## config.mk

```make
export PLATFORM = sky130hd
export DESIGN_NAME = axi_burst_reader
export DESIGN_NICKNAME = d
export VERILOG_FILES = /design/src/rtl/axi_burst_reader.sv
export SDC_FILE = /design/constraint.sdc
export NUM_CORES = 1
export LEC_CHECK = 0
export ABC_CLOCK_PERIOD_IN_PS = 4400
export BUFFER_PORTS_ARGS = -buffer_cell sky130_fd_sc_hd__buf_2
export CORE_AREA = 2 2 149 151
export DETAILED_ROUTE_END_ITERATION = 6
export DIE_AREA = 0 0 151 153
export PLACE_DENSITY = 0.66
export SETUP_SLACK_MARGIN = 0.05
export SLEW_MARGIN = 10
export SYNTH_ARGS = -nofsm -noshare
export SYNTH_HDL_FRONTEND = slang
export SYNTH_SLANG_ARGS = --single-unit
```

## constraint.sdc

```tcl
create_clock -name clk -period 4.4 [get_ports clk]
set_input_delay 0.44 -clock clk [delete_from_list [all_inputs] [get_ports clk]]
set_output_delay 0.44 -clock clk [all_outputs]
set_load 0.01 [all_outputs]
```

## src/rtl/axi_burst_reader.sv

```systemverilog
// axi_burst_reader: AXI4 read master that fetches a contiguous block of
// AXI_WIDTH-bit words and streams them out on AXI-Stream.
//
// A command (byte address, beat count) is split into INCR bursts no longer
// than AXI_MAX_BURST_LEN that never cross a 4 KB boundary. Only one burst
// is outstanding at a time. R data passes combinationally to the stream
// port, so the stream's backpressure goes straight back to rready.
//
// Ports:
//   clk, rst            clock, asynchronous active-high reset
//   cmd_*               command handshake, start byte address, beat count
//   m_axi_ar*           AXI4 read address channel (ARID fixed at 0)
//   m_axi_r*            AXI4 read data channel (RID ignored)
//   m_axis_*            output stream; tlast marks the last beat of a command
//   busy                high while a command is in progress
//   err                 sticky error (bad RRESP or RLAST mismatch), cleared
//                       when the next command is accepted
module axi_burst_reader #(
  parameter int AXI_WIDTH         = 128,
  parameter int AXI_ADDR_WIDTH    = 32,
  parameter int AXI_ID_WIDTH      = 6,
  parameter int AXI_MAX_BURST_LEN = 32,
  parameter int LEN_WIDTH         = 20
) (
  input  logic                      clk,
  input  logic                      rst,
  input  logic                      cmd_valid,
  output logic                      cmd_ready,
  input  logic [AXI_ADDR_WIDTH-1:0] cmd_addr,
  input  logic [LEN_WIDTH-1:0]      cmd_beats,
  output logic [AXI_ID_WIDTH-1:0]   m_axi_arid,
  output logic [AXI_ADDR_WIDTH-1:0] m_axi_araddr,
  output logic [7:0]                m_axi_arlen,
  output logic [2:0]                m_axi_arsize,
  output logic [1:0]                m_axi_arburst,
  output logic                      m_axi_arlock,
  output logic [3:0]                m_axi_arcache,
  output logic [2:0]                m_axi_arprot,
  output logic                      m_axi_arvalid,
  input  logic                      m_axi_arready,
  input  logic [AXI_ID_WIDTH-1:0]   m_axi_rid,
  input  logic [AXI_WIDTH-1:0]      m_axi_rdata,
  input  logic [1:0]                m_axi_rresp,
  input  logic                      m_axi_rlast,
  input  logic                      m_axi_rvalid,
  output logic                      m_axi_rready,
  output logic [AXI_WIDTH-1:0]      m_axis_tdata,
  output logic                      m_axis_tvalid,
  input  logic                      m_axis_tready,
  output logic                      m_axis_tlast,
  output logic                      busy,
  output logic                      err
);

  localparam int LSB = $clog2(AXI_WIDTH) - 3;
  // Common width for the burst-length minimum; wide enough for the 4 KB
  // distance (up to 4096) and for the full remaining count.
  localparam int CW  = (LEN_WIDTH > 14) ? LEN_WIDTH : 14;

  typedef enum logic [1:0] {IDLE, CALC, ADDR, DATA} state_t;

  state_t                    state_q, state_d;
  logic [AXI_ADDR_WIDTH-1:0] addr_q, addr_d;
  logic [AXI_ADDR_WIDTH-1:0] araddr_q, araddr_d;
  logic [LEN_WIDTH-1:0]      rem_q, rem_d;
  logic [8:0]                blen_q, blen_d;  // up to 256
  logic [8:0]                cnt_q, cnt_d;    // beats left in current burst
  logic [7:0]                arlen_q, arlen_d;
  logic                      err_q, err_d;

  logic [CW-1:0] rem_w, b4k_w, max_w, min_w;
  logic          beat;
  logic          last_of_burst;

  logic unused_rid;
  assign unused_rid = ^m_axi_rid;

  // blen = min(remaining, max burst, beats left before the 4 KB boundary)
  always_comb begin
    rem_w = CW'(rem_q);
    b4k_w = CW'((13'd4096 - {1'b0, addr_q[11:0]}) >> LSB);
    max_w = CW'(AXI_MAX_BURST_LEN);
    min_w = (rem_w < max_w) ? rem_w : max_w;
    if (b4k_w < min_w) min_w = b4k_w;
  end

  assign beat          = m_axi_rvalid && m_axis_tready && (state_q == DATA);
  assign last_of_burst = (cnt_q == 9'd1);

  always_comb begin
    state_d  = state_q;
    addr_d   = addr_q;
    rem_d    = rem_q;
    blen_d   = blen_q;
    cnt_d    = cnt_q;
    araddr_d = araddr_q;
    arlen_d  = arlen_q;
    err_d    = err_q;
    case (state_q)
      IDLE: begin
        if (cmd_valid) begin
          addr_d = {cmd_addr[AXI_ADDR_WIDTH-1:LSB], {LSB{1'b0}}};
          rem_d  = cmd_beats;
          err_d  = 1'b0;
          // A zero-length command is accepted but does nothing.
          if (cmd_beats != '0) state_d = CALC;
        end
      end
      CALC: begin
        blen_d   = min_w[8:0];
        araddr_d = addr_q;
        arlen_d  = min_w[7:0] - 8'd1;
        state_d  = ADDR;
      end
      ADDR: begin
        if (m_axi_arready) begin
          cnt_d   = blen_q;
          state_d = DATA;
        end
      end
      DATA: begin
        if (beat) begin
          cnt_d = cnt_q - 9'd1;
          if (m_axi_rresp != 2'b00) err_d = 1'b1;
          // The local beat count decides burst end; RLAST is only checked.
          if (m_axi_rlast != last_of_burst) err_d = 1'b1;
          if (last_of_burst) begin
            addr_d  = addr_q + (AXI_ADDR_WIDTH'(blen_q) << LSB);
            rem_d   = rem_q - LEN_WIDTH'(blen_q);
            state_d = (rem_q == LEN_WIDTH'(blen_q)) ? IDLE : CALC;
          end
        end
      end
      default: state_d = IDLE;
    endcase
  end

  always_ff @(posedge clk or posedge rst) begin
    if (rst) begin
      state_q  <= IDLE;
      addr_q   <= '0;
      araddr_q <= '0;
      rem_q    <= '0;
      blen_q   <= '0;
      cnt_q    <= '0;
      arlen_q  <= '0;
      err_q    <= 1'b0;
    end else begin
      state_q  <= state_d;
      addr_q   <= addr_d;
      araddr_q <= araddr_d;
      rem_q    <= rem_d;
      blen_q   <= blen_d;
      cnt_q    <= cnt_d;
      arlen_q  <= arlen_d;
      err_q    <= err_d;
    end
  end

  assign cmd_ready     = (state_q == IDLE);
  assign busy          = (state_q != IDLE);
  assign err           = err_q;

  assign m_axi_arid    = '0;
  assign m_axi_araddr  = araddr_q;
  assign m_axi_arlen   = arlen_q;
  assign m_axi_arsize  = 3'(LSB);
  assign m_axi_arburst = 2'b01;
  assign m_axi_arlock  = 1'b0;
  assign m_axi_arcache = 4'b0011;
  assign m_axi_arprot  = 3'b000;
  assign m_axi_arvalid = (state_q == ADDR);

  assign m_axi_rready  = m_axis_tready && (state_q == DATA);
  assign m_axis_tdata  = m_axi_rdata;
  assign m_axis_tvalid = m_axi_rvalid && (state_q == DATA);
  // Final beat of the command: last beat of a burst that covers the rest.
  assign m_axis_tlast  = (state_q == DATA) && last_of_burst &&
                         (rem_q == LEN_WIDTH'(blen_q));

endmodule

```

Yosys cells after proc, flatten, opt, wreduce, memory -nomap -nowiden
Index checks and enable logic that the tools add are counted.

Memories kept: 0. Memory bits (read-only): 0. Register bits after elaboration: 113. RAM bits: 0. Latch bits: 0. Output and inout bits: 194. Input bits: 195. Word-level logic and storage cells: 68.

Magnitude comparators: 2. $mul: 0. Divide/modulo/power cells: 0. Add/sub/neg operators: 5. Muxes and demuxes: 25. Reductions and logical operators: 16. Shift operators: 0. Eq/ne operators: 12. Bitwise operators: 0.

Operators by type and width (count): 32-bit 2-to-1 mux (3); 20-bit 2-to-1 mux (4); 32-bit one-hot mux with 2 select lines (1); 20-bit one-hot mux with 2 select lines (1); 32-bit by 13-bit adder with 32-bit output (1); 9-bit 2-to-1 mux (3); 20-bit by 9-bit equality test with 1-bit output (1); 16-bit by 20-bit less-than comparator with 1-bit output (1); 20-bit by 6-bit less-than comparator with 1-bit output, second input constant (1); 20-bit nonzero test (1); 20-bit by 9-bit subtractor with 20-bit output (1); 9-bit one-hot mux with 2 select lines (1); 13-bit by 12-bit subtractor with 14-bit output, first input constant (1); 2-bit 2-to-1 mux (5); 9-bit by 1-bit equality test with 1-bit output, second input constant (1); 9-bit by 1-bit subtractor with 9-bit output, second input constant (1); 2-bit one-hot mux with 4 select lines (1); 4-bit AND reduction (2); 2-bit nonzero test (4); 8-bit by 1-bit subtractor with 8-bit output, second input constant (1); 1-bit logical AND (6); 2-bit inequality test, second input constant (3); 1-bit 2-to-1 mux (5); 5-bit AND reduction (1); other kinds (8) (10).

Longest topological paths before layout
Word-level depth: 5. Gate-level depth with buffers: 19. Depth with buffers taken out: 17.

Least setup slack after synthesis
OpenSTA, ideal clock, no wires.

Path kind: reg-to-reg. Start point: register rem_q[14]. End point: register arlen_q[4], in the netlist m_axi_arlen[4]. Setup time: 125 ps. Arrival: 3811 ps. Setup slack: 464 ps. Stages on the path, launching flop included: 17. Clock period less this slack: 3936 ps. Path buffers: 1. Path through: dfrtp_1 > nor4_1 > nand3_1 > nor2_1 > clkbuf_1 > nand2_1 > ha_1 > nor4b_1 > nand2_1 > o31ai_1 > nand2_1 > and3_1 > a21oi_1 > ha_1 > o221ai_1 > xor2_1 > mux2_2.

Word-level cells in the longest chain between the ends: 5.

RTL lines: start: declaration (line 65) `logic [LEN_WIDTH-1:0] rem_q, rem_d;`; start signal: assignment (line 152) `rem_q <= rem_d;`; 20-bit by 6-bit less-than comparator with 1-bit output (line 83) `min_w = (rem_w < max_w) ? rem_w : max_w;`; 20-bit 2-to-1 mux * (line 83); 16-bit by 20-bit less-than comparator with 1-bit output (line 84) `if (b4k_w < min_w) min_w = b4k_w;`; 9-bit 2-to-1 mux * (line 84); 8-bit by 1-bit subtractor with 8-bit output * (line 112) `arlen_d = min_w[7:0] - 8'd1;`; end signal: assignment (line 155) `arlen_q <= arlen_d;`; end: declaration (line 68) `logic [7:0] arlen_q, arlen_d;`.

Mark *: on every way between the ends. The rest lies on a longest branch, timed or not. A chain may end at the register's enable or synchronous reset.

Worst setup path after layout
Start point: register addr_q[6]. End point: register arlen_q[4], in the netlist m_axi_arlen[4].

Word-level cells in the longest chain between the ends: 4.

RTL lines: start: declaration (line 63) `logic [AXI_ADDR_WIDTH-1:0] addr_q, addr_d;`; start signal: assignment (line 150) `addr_q <= addr_d;`; 13-bit by 12-bit subtractor with 14-bit output * (line 81) `b4k_w = CW'((13'd4096 - {1'b0, addr_q[11:0]}) >> LSB);`; 16-bit by 20-bit less-than comparator with 1-bit output (line 84); 9-bit 2-to-1 mux * (line 84); 8-bit by 1-bit subtractor with 8-bit output * (line 112).

Marks and branches as above.

==> impl_metrics.tcl <==
set metrics [dict create \
    first_iter_violations 492 \
    clock_latency_ns 0.36 \
    status "completed" \
    die_area_um2 23100 \
    vias 6252 \
    crit_path_end_kind "register" \
    final_cell_mix "dfrtp_1 (105), buf_2 (99), a21oi_1 (69), nand2_1 (61), nor2_1 (52)" \
    final_common_cell "dfrtp_1" \
    tightest_slew_ns 0.908 \
    root_buffer "clkbuf_16" \
    drive_above_1_share_pct 21.9 \
    ant_nets 0 \
    setup-violations-final 0 \
    hp-class "in2reg" \
    syn2layout_area_growth_pct 2.31 \
    ys_seq_elements 105 \
    grt_pass1_vias 6047 \
    place.gp.congestion 0.894 \
    rows 54 \
    reg2reg_slack_ns 0.41 \
    cts_buffer_depth 2 \
    wl_mm 20.0 \
    first_pass_iters 5 \
    worstPathMaxFanout 7 \
    syn_area_per_cell_um2 8.70 \
    drc_errors 0 \
    r2r-start "addr_q[6]$_DFFE_PP0P_" \
    cts_buffers 9 \
    reg2reg_depth 13 \
    drv_slew 0 \
    synth_cell_types 71 \
    drv_cap 0 \
    syn_inst 907 \
    fillers 2228 \
    io_buffers 99 \
    wl_per_cell_um 17.3 \
    reg2reg_to "m_axi_arlen[4]$_DFFE_PP0N_" \
    setup_tns_ns 0 \
    grt.overflow.total 0 \
    cp.required_ns 4.64 \
    path_clk_slew_ns 0.08 \
    h-tree-depth 3 \
    synth_edf_count 0 \
    timing.final.ws_setup_ns 0.408 \
    final_hold_viol_count 0 \
    yosysSeqAreaShare_pct 33.3 \
    critPathLaunch "addr_q[6]$_DFFE_PP0P_" \
    grtUsageTotal_pct 17.7 \
    synthArstFlopShare_pct 100 \
    critPathKind "reg2reg" \
    nNetsFinal 1107 \
    finalCritPeriodShare_pct 90.7 \
    ios 389 \
    postCtsSetupBuffers 0 \
    cp-endpoint "m_axi_arlen[4]$_DFFE_PP0N_" \
    postLayoutCoreUtil_pct 37.6 \
    p_per_area_nw_per_um2 893 \
    cts.sinks 105 \
    antenna_found_initial 0 \
    dp_hpwl_mm 14.9 \
    layout_min_cycle_time_ns 3.99 \
    initial_core_util_pct 36.7 \
    slew_headroom_pct 39.5 \
    grt_max_degree 83 \
    synth_warnings 0 \
    via_per_inst 5.39 \
    place_ws_ns 0.133 \
    syn_area_um2 7890 \
    antenna_cells 0 \
    cp-start-kind "register" \
    rsz0062_at_grt "false" \
    finClkSkew_ns 0.0146 \
    grt_first_pass_wirelength_mm 32.6 \
    dp_cells 1143 \
    leakagePower_nw 3.56 \
    coreArea_um2 21500 \
    peakVddDrop_mv 0.485 \
    cts_tree "yes" \
    dieHeight_um 153 \
    arrival_ns 4.23 \
    p_total_mw 7.21 \
    die_w_um 151 \
    final_cells 1160 \
    ys.flop_type "dfrtp_1" \
    fmax_ghz 0.251 \
]
[cell type report]
class | instances | area [um2] | share of cell area (%)
Clock inverter | 7 | 86.3 | 1.07
Clock buffer | 9 | 225 | 2.79
Multi-Input combinational cell | 608 | 4000 | 49.5
Sequential cell | 105 | 2630 | 32.5
Inverter | 27 | 104 | 1.29
Timing Repair Buffer | 124 | 686 | 8.49
Tap cell | 280 | 350 | 4.34
[what timing repair did]
item	in CTS	in global routing
hold endpoints to repair	1	0
hold buffers	1	0
gates resized for setup	0	5
endpoints found under the setup margin	0	3
[registers in the layout, indices dropped and copies added, names as in the netlist]
name / cells
addr_q: 28
m_axi_araddr: 28
rem_q: 20
blen_q: 9
cnt_q: 9
m_axi_arlen: 8
state_q: 2
err: 1
[Yosys cell counts (all sizes together) (10+ instances only)]
| cell | n | area (um2) |
|---|---|---|
| a21oi | 69 | 345 |
| a31oi | 10 | 62.6 |
| and2 | 10 | 62.6 |
| and3 | 15 | 93.8 |
| buf | 157 | 1170 |
| clkbuf | 34 | 128 |
| dfrtp | 105 | 2630 |
| ha | 35 | 438 |
| inv | 27 | 101 |
| mux2 | 33 | 372 |
| nand2 | 61 | 229 |
| nand3 | 29 | 145 |
| nor2 | 54 | 205 |
| nor3 | 28 | 140 |
| nor4 | 11 | 68.8 |
| o21ai | 49 | 257 |
| o22ai | 18 | 113 |
| xnor2 | 11 | 96.3 |
| xor2 | 11 | 96.3 |
[routing by layer]
metal / part of all wire, % / vias to the layer above / GRT usage (%)
li1: - / 3016 / -
met1: 46 / 2986 / 24.1
met2: 46 / 215 / 27.5
met3: 6.3 / 35 / 4.36
met4: 2.0 / 0 / 5.87
met5: 0 / - / 0
[critical path, cell delays in order (launching register included)]
cell,delay (ns)
dfrtp_1,0.47
or4_1,0.63
nor4_2,0.21
xnor2_1,0.23
ha_1,0.30
and3_1,0.23
a221oi_2,0.44
nand2_1,0.12
and3_1,0.20
a21oi_1,0.17
ha_1,0.27
o221ai_1,0.16
xor2_1,0.17
mux2_2,0.27
[power breakdown]
| group | total (mW) | switching [mW] | internal (mW) | leakage (nW) |
|---|---|---|---|---|
| Combinational | 4.40 | 2.53 | 1.87 | 2.17 |
| Clock | 0.855 | 0.401 | 0.453 | 0.154 |
| Sequential | 1.96 | 0.487 | 1.47 | 1.24 |
[how the worst min path moves through the flow]
stage / start / end / slack (ns) / depth (start not counted)
after CTS: cmd_addr[24] / addr_q[24]$_DFFE_PP0P_ / 0.29 / 3
after global placement: rst / state_q[1]$_DFFE_PP0P_ / 0.30 / 2
final: cmd_addr[24] / addr_q[24]$_DFFE_PP0P_ / 0.31 / 3
after detailed placement: rst / state_q[1]$_DFFE_PP0P_ / 0.30 / 2
after global routing: cmd_beats[13] / rem_q[13]$_DFFE_PP0P_ / 0.33 / 2
after floorplan: rem_q[8]$_DFFE_PP0P_ / rem_q[8]$_DFFE_PP0P_ / 0.48 / 2
[stage by stage]
step,hold WS (ns),cell area [um2]
CTS,0.290,8050
global route,0.333,8080
global placement,0.298,7730
finish,0.307,8080
detailed placement,0.298,7730
floorplan,0.476,7980
[kinds of logic after synthesis]
logic type | share of synthesized area (%)
flip-flops | 33.3
XOR/XNOR | 2.44
AO/OA/AOI/OAI | 18.2
buffers and inverters | 17.7
other | 0.0952
adder cells (fa/ha/maj) | 6.06
multiplexers | 5.85
AND/OR/NAND/NOR | 16.4
Note: power is estimated with default switching activity, not from simulation.
